File: config.mk
export PLATFORM = sky130hd
export DESIGN_NAME = plot_scheduler
export DESIGN_NICKNAME = d
export VERILOG_FILES = /design/src/rtl/plot_scheduler.sv
export SDC_FILE = /design/constraint.sdc
export NUM_CORES = 1
export LEC_CHECK = 0
export BUFFER_PORTS_ARGS = -buffer_cell sky130_fd_sc_hd__buf_2
export CORE_MARGIN = 4
export CORE_UTILIZATION = 45
export DETAILED_ROUTE_END_ITERATION = 6
export PLACE_DENSITY_LB_ADDON = 0.12
export SYNTH_ARGS = -nofsm -noshare
export SYNTH_HDL_FRONTEND = slang
export SYNTH_SLANG_ARGS = --single-unit
File: constraint.sdc
create_clock -name clk -period 5.1 [get_ports clk]
set_clock_uncertainty 0.15 [all_clocks]
set_input_delay 0.51 -clock clk [delete_from_list [all_inputs] [get_ports clk]]
set_output_delay 0.51 -clock clk [all_outputs]
set_load 0.02 [all_outputs]
File: src/rtl/plot_scheduler.sv
`default_nettype none
// ============================================================================
//  Module   : plot_scheduler
//  Purpose  : Round-robin arbiter that shares the vga_adapter plot port among
//             several rectangle requesters and scans each winning rectangle
//             row-major at one pixel per clock, clipping off-screen pixels.
//             Optional macro PLOT_CLEAR_ON_RESET_EN adds a full-screen clear
//             sweep after reset.
//  Revision : 1.0  initial release
// ============================================================================
module plot_scheduler #(
  parameter int NUM_REQ  = 4,
  parameter int SCREEN_W = 160,
  parameter int SCREEN_H = 120
) (
  input  logic                 clk,
  input  logic                 resetn,
  input  logic [NUM_REQ-1:0]   req,
  input  logic [NUM_REQ*8-1:0] rect_x,
  input  logic [NUM_REQ*7-1:0] rect_y,
  input  logic [NUM_REQ*8-1:0] rect_w,
  input  logic [NUM_REQ*7-1:0] rect_h,
  input  logic [NUM_REQ*3-1:0] rect_colour,
  output logic [NUM_REQ-1:0]   ack,
  output logic [NUM_REQ-1:0]   done,
  output logic                 busy,
  output logic [7:0]           x,
  output logic [6:0]           y,
  output logic [2:0]           colour,
  output logic                 plot
);

  localparam int PW = (NUM_REQ > 1) ? $clog2(NUM_REQ) : 1;

`ifdef PLOT_CLEAR_ON_RESET_EN
  typedef enum logic [1:0] {S_IDLE = 2'd0, S_DRAW = 2'd1, S_FIN = 2'd2, S_CLEAR = 2'd3} state_t;
`else
  typedef enum logic [1:0] {S_IDLE = 2'd0, S_DRAW = 2'd1, S_FIN = 2'd2} state_t;
`endif

  state_t          r_state;
  logic [PW-1:0]   r_ptr;
  logic [PW-1:0]   r_owner;
  logic [7:0]      r_x0;
  logic [6:0]      r_y0;
  logic [7:0]      r_w;
  logic [6:0]      r_h;
  logic [2:0]      r_col;
  logic [7:0]      r_cx;
  logic [6:0]      r_cy;
`ifdef PLOT_CLEAR_ON_RESET_EN
  logic            r_clear_pend;
`endif

  logic [7:0] w_rx [NUM_REQ];
  logic [6:0] w_ry [NUM_REQ];
  logic [7:0] w_rw [NUM_REQ];
  logic [6:0] w_rh [NUM_REQ];
  logic [2:0] w_rc [NUM_REQ];

  genvar gi;
  generate
    for (gi = 0; gi < NUM_REQ; gi++) begin : g_unpack
      assign w_rx[gi] = rect_x[8*gi +: 8];
      assign w_ry[gi] = rect_y[7*gi +: 7];
      assign w_rw[gi] = rect_w[8*gi +: 8];
      assign w_rh[gi] = rect_h[7*gi +: 7];
      assign w_rc[gi] = rect_colour[3*gi +: 3];
    end
  endgenerate

  // Lowest offset from the pointer wins, so scan offsets from the far end down.
  function automatic logic [PW:0] rr_pick(input logic [NUM_REQ-1:0] r, input logic [PW-1:0] p);
    logic [PW:0]   res;
    logic [PW-1:0] ix;
    int            idx;
    res = '0;
    for (int k = NUM_REQ - 1; k >= 0; k--) begin
      idx = (int'(p) + k) % NUM_REQ;
      ix  = PW'(idx);
      if (r[ix]) res = {1'b1, ix};
    end
    return res;
  endfunction

  logic [PW:0]   w_pick;
  logic          w_any;
  logic [PW-1:0] w_win;
  logic [PW-1:0] w_ptr_next;
  logic [7:0]    w_gx;
  logic [6:0]    w_gy;
  logic [7:0]    w_gw;
  logic [6:0]    w_gh;
  logic [2:0]    w_gc;
  logic          w_gzero;
  logic          w_gsingle;
  logic          w_gvis;

  always_comb begin
    w_pick     = rr_pick(req, r_ptr);
    w_any      = w_pick[PW];
    w_win      = w_pick[PW-1:0];
    w_ptr_next = (w_win == PW'(NUM_REQ - 1)) ? '0 : w_win + 1'b1;
    w_gx       = w_rx[w_win];
    w_gy       = w_ry[w_win];
    w_gw       = w_rw[w_win];
    w_gh       = w_rh[w_win];
    w_gc       = w_rc[w_win];
    w_gzero    = (w_gw == 8'd0) || (w_gh == 7'd0);
    w_gsingle  = (w_gw == 8'd1) && (w_gh == 7'd1);
    w_gvis     = ({1'b0, w_gx} < 9'(SCREEN_W)) && ({1'b0, w_gy} < 8'(SCREEN_H));
  end

  // Next scan position; absolute coordinates are one bit wider so they never wrap.
  logic       w_row_end;
  logic [7:0] w_ncx;
  logic [6:0] w_ncy;
  logic       w_next_last;
  logic [8:0] w_nx;
  logic [7:0] w_ny;
  logic       w_nvis;

  always_comb begin
    w_row_end   = (r_cx == r_w - 8'd1);
    w_ncx       = w_row_end ? 8'd0 : r_cx + 8'd1;
    w_ncy       = w_row_end ? r_cy + 7'd1 : r_cy;
    w_next_last = (w_ncx == r_w - 8'd1) && (w_ncy == r_h - 7'd1);
    w_nx        = {1'b0, r_x0} + {1'b0, w_ncx};
    w_ny        = {1'b0, r_y0} + {1'b0, w_ncy};
    w_nvis      = (w_nx < 9'(SCREEN_W)) && (w_ny < 8'(SCREEN_H));
  end

  always_ff @(posedge clk or negedge resetn) begin
    if (!resetn) begin
      r_state <= S_IDLE;
      r_ptr   <= '0;
      r_owner <= '0;
      r_x0    <= '0;
      r_y0    <= '0;
      r_w     <= '0;
      r_h     <= '0;
      r_col   <= '0;
      r_cx    <= '0;
      r_cy    <= '0;
      ack     <= '0;
      done    <= '0;
      busy    <= 1'b0;
      x       <= '0;
      y       <= '0;
      colour  <= '0;
      plot    <= 1'b0;
`ifdef PLOT_CLEAR_ON_RESET_EN
      r_clear_pend <= 1'b1;
`endif
    end else begin
      ack  <= '0;
      done <= '0;
      plot <= 1'b0;
      case (r_state)
        S_IDLE: begin
`ifdef PLOT_CLEAR_ON_RESET_EN
          if (r_clear_pend) begin
            r_clear_pend <= 1'b0;
            r_state      <= S_CLEAR;
            busy         <= 1'b1;
            r_cx         <= '0;
            r_cy         <= '0;
            x            <= '0;
            y            <= '0;
            colour       <= '0;
            plot         <= 1'b1;
          end else
`endif
          if (w_any) begin
            r_ptr      <= w_ptr_next;
            r_owner    <= w_win;
            ack[w_win] <= 1'b1;
            busy       <= 1'b1;
            r_x0       <= w_gx;
            r_y0       <= w_gy;
            r_w        <= w_gw;
            r_h        <= w_gh;
            r_col      <= w_gc;
            r_cx       <= '0;
            r_cy       <= '0;
            if (w_gzero) begin
              r_state <= S_FIN;
            end else begin
              if (w_gvis) begin
                x      <= w_gx;
                y      <= w_gy;
                colour <= w_gc;
                plot   <= 1'b1;
              end
              r_state <= w_gsingle ? S_FIN : S_DRAW;
            end
          end
        end
        S_DRAW: begin
          r_cx <= w_ncx;
          r_cy <= w_ncy;
          if (w_nvis) begin
            x      <= w_nx[7:0];
            y      <= w_ny[6:0];
            colour <= r_col;
            plot   <= 1'b1;
          end
          if (w_next_last) r_state <= S_FIN;
        end
        S_FIN: begin
          done[r_owner] <= 1'b1;
          busy          <= 1'b0;
          r_state       <= S_IDLE;
        end
`ifdef PLOT_CLEAR_ON_RESET_EN
        S_CLEAR: begin
          if (r_cx == 8'(SCREEN_W - 1) && r_cy == 7'(SCREEN_H - 1)) begin
            busy    <= 1'b0;
            r_state <= S_IDLE;
          end else begin
            r_cx   <= (r_cx == 8'(SCREEN_W - 1)) ? 8'd0 : r_cx + 8'd1;
            r_cy   <= (r_cx == 8'(SCREEN_W - 1)) ? r_cy + 7'd1 : r_cy;
            x      <= (r_cx == 8'(SCREEN_W - 1)) ? 8'd0 : r_cx + 8'd1;
            y      <= (r_cx == 8'(SCREEN_W - 1)) ? r_cy + 7'd1 : r_cy;
            colour <= '0;
            plot   <= 1'b1;
          end
        end
`endif
        default: begin
          busy    <= 1'b0;
          r_state <= S_IDLE;
        end
      endcase
    end
  end

endmodule
`default_nettype wire

==> flow_metrics.py <==
metrics = {
    "outcome": {
        "status": "completed",
    },
    "synthesis": {
        "ys_ff_latch": 82,
        "netlist_area_um2": 6390,
        "ys.warnings.count": 0,
        "synth_top_family_by_area": "simple AND/OR/NAND/NOR gates",
        "synth-simple-area-share_pct": 24.9,
        "syn_area_per_cell_um2": 8.18,
        "syn_nets": 945,
        "synth_most_common_cell": "nand2_1",
        "async_flop_share_pct": 100,
        "synth_edf_count": 0,
        "syn_inst": 781,
        "ys_types": 71,
        "synth_fa_ha_area_share_pct": 5.48,
        "synthFlopType": "dfrtp_1",
        "synth-compound-area-share_pct": 20.2,
        "ys_top_cells_by_area": "dfrtp_1 32%, nand2_1 9.3%, o21ai_0 6.9%",
        "synth_top_area_share_pct": 32.1,
        "synth-xor-area-share_pct": 8.30,
        "synthMuxAreaShare_pct": 4.66,
        "synth.top_cells.by_count": "158 x nand2_1, 88 x o21ai_0, 82 x dfrtp_1",
        "yosysTopAreaCell": "dfrtp_1",
        "ys_seq_area_share_pct": 32.1,
    },
    "drt": {
        "ant_nets": 0,
        "drc": 0,
        "vias": 6256,
        "firstDrtPassIters": 6,
        "drt_first_iter_violations": 399,
        "routedWlPerCell_um": 17.6,
        "routed_wl_um": 19500,
        "vias_per_cell": 5.66,
    },
    "placed_design": {
        "dp_cells": 1088,
        "dpl.hpwl_um": 15300,
        "dp_slack_ps": 166,
        "place.port_buffers": 165,
        "place.gp.congestion": 0.928,
    },
    "setup_path": {
        "reg2reg_slack_ps": 250,
        "cp-end-kind": "flip-flop",
        "required_ps": 5180,
        "reg2reg_from": "r_w[1]",
        "reg2regPathDepth": 15,
        "critPathLaunchType": "flip-flop",
        "worstReg2RegEnd": "x[6]",
        "path_class": "flip-flop to flip-flop",
        "arrival_ps": 4930,
        "cp_max_fo": 19,
    },
    "global_route": {
        "grt_first_pass_wirelength_um": 31200,
        "busiest_layer": "met2",
        "grt_use_met2_pct": 40.3,
        "grt_max_degree": 83,
        "met3_usage_pct": 3.68,
        "met1_usage_pct": 32.9,
        "antenna_found_initial": 0,
        "grt_overflow": 0,
        "grt_pass1_vias": 6170,
        "grt_usage_pct": 24.2,
    },
    "power_and_ir_drop": {
        "peakVddDrop_mv": 0.269,
        "finalPower_w": 0.00479,
        "powerDensity_nw_per_um2": 624,
        "power_leakage_nw": 3.77,
    },
    "floorplanning": {
        "ios": 166,
        "die_h_um": 127,
        "die_area_um2": 16200,
        "fp-row-count": 43,
        "core_um2": 13900,
        "initial_core_util_pct": 46.0,
        "die_x_um": 127,
    },
    "timing": {
        "relSlewSlack_pct": 24.4,
        "rsz0062_at_grt": "false",
        "final_hold_viol_count": 0,
        "finalCriticalPeriod_ps": 4850,
        "fin_crit_sh_pct": 95.1,
        "setup_ws_ps": 249,
        "maxSlewViolCount": 0,
        "fin_setup_tns_ps": 0,
        "fmax_mhz": 206,
        "max_slew.worst_pin.slew_ps": 1130,
        "setup_viol": 0,
    },
    "clock_network": {
        "cts_tree": "done",
        "clockRootBuffer": "clkbuf_16",
        "clk_latency_ps": 350,
        "clock_sinks": 82,
        "h-tree-depth": 3,
        "numCtsBuffers": 9,
        "cts_buffer_depth": 2,
        "clkTransAtPathRegs_ps": 70,
    },
    "final_layout": {
        "syn_to_final_growth_pct": 20.1,
        "drive_above_1_share_pct": 25.8,
        "nets": 1085,
        "diodes": 0,
        "final_cells": 1106,
        "fin_util_pct": 55.3,
    },
    "job": {
        "maxCapViolCount": 0,
    },
    "hold_path": {
        "min_path_type": "input port to async pin",
    },
}
-- logic make-up after synthesis --
family,after synthesis
XOR/XNOR,48
AND/OR/NAND/NOR,332
AO/OA/AOI/OAI,197
adder cells (fa/ha/maj),27
multiplexers,24
flip-flops,82
buffers and inverters,71
-- layout make-up --
type                       count  area, um^2
fill                        1335        6200
multi-input combinational    628        4080
sequential                    82        2050
timing repair buffer         180         953
clock buffer                   9         225
tap                          180         225
inverter                      20        75.1
clock inverter                 7        71.3
-- metrics by stage --
| step | hold slack (ps) | cell area (um^2) |
|---|---|---|
| floorplan | 64.4 | 6390 |
| global placement | 311 | 7360 |
| detailed placement | 321 | 7360 |
| CTS | 236 | 7660 |
| global route | 296 | 7680 |
| finish | 187 | 7680 |
-- report_power, final --
| group | switching [W] | internal (W) |
|---|---|---|
| clock | 0.000306 | 0.000344 |
| combinational | 0.00171 | 0.00124 |
| sequential | 0.000274 | 0.000928 |
| total | 0.00229 | 0.00251 |
-- worst max-delay path by stage --
stage | startpoint | end | slack (ps)
global placement | r_w[1] | x[5] | 310
global route | r_w[1] | x[6] | 30
finish | r_w[1] | x[6] | 250
detailed placement | r_w[1] | x[6] | 170
CTS | r_w[1] | x[6] | 150
floorplan | r_w[1] | colour[2] | 160
-- critical path, cell delays in order, from the launching register on --
cell and delay [ps]:
dfrtp_1 420, or4_4 600, or3_1 400, and3_1 240
nor3_4 320, buf_4 180, nor2_1 40, ha_1 330
a21o_1 220, o221a_1 300, nor4_2 430, xnor2_1 210
a31oi_2 170, o21ai_4 200, buf_12 190, mux2_2 350
-- layer usage --
layer  up-vias  routed length [um]
met5         -                   0
met2       178                9250
met4         0                 310
li1       3078                   -
met3        20                1060
met1      2980                8860
-- state kept, by name, summed over array words and instances, names as in the netlist, 3 cells and up --
signal  cells
ack         4
r_cy        7
r_cx        8
colour      3
r_x0        8
y           7
r_h         7
r_y0        7
x           8
r_w         8
done        4
r_col       3
-- cells in the final DEF (no fill, tap or decap), types with 13 or more instances in the layout --
master    count
a211oi_1     16
a21oi_1      16
and3_1       21
buf_2       164
buf_4        15
dfrtp_1      82
ha_1         24
inv_1        18
nand2_1     158
nand3_1      73
nor2_1       18
o21ai_0      87
xnor2_1      27
xor2_1       13
-- what timing repair did --
action                     4_1_cts  5_1_grt
gates resized for setup          0        2
buffers inserted                 0        2
hold buffers                     0        0
setup endpoints to repair        0       18
Power figures use the tool's default switching activity.
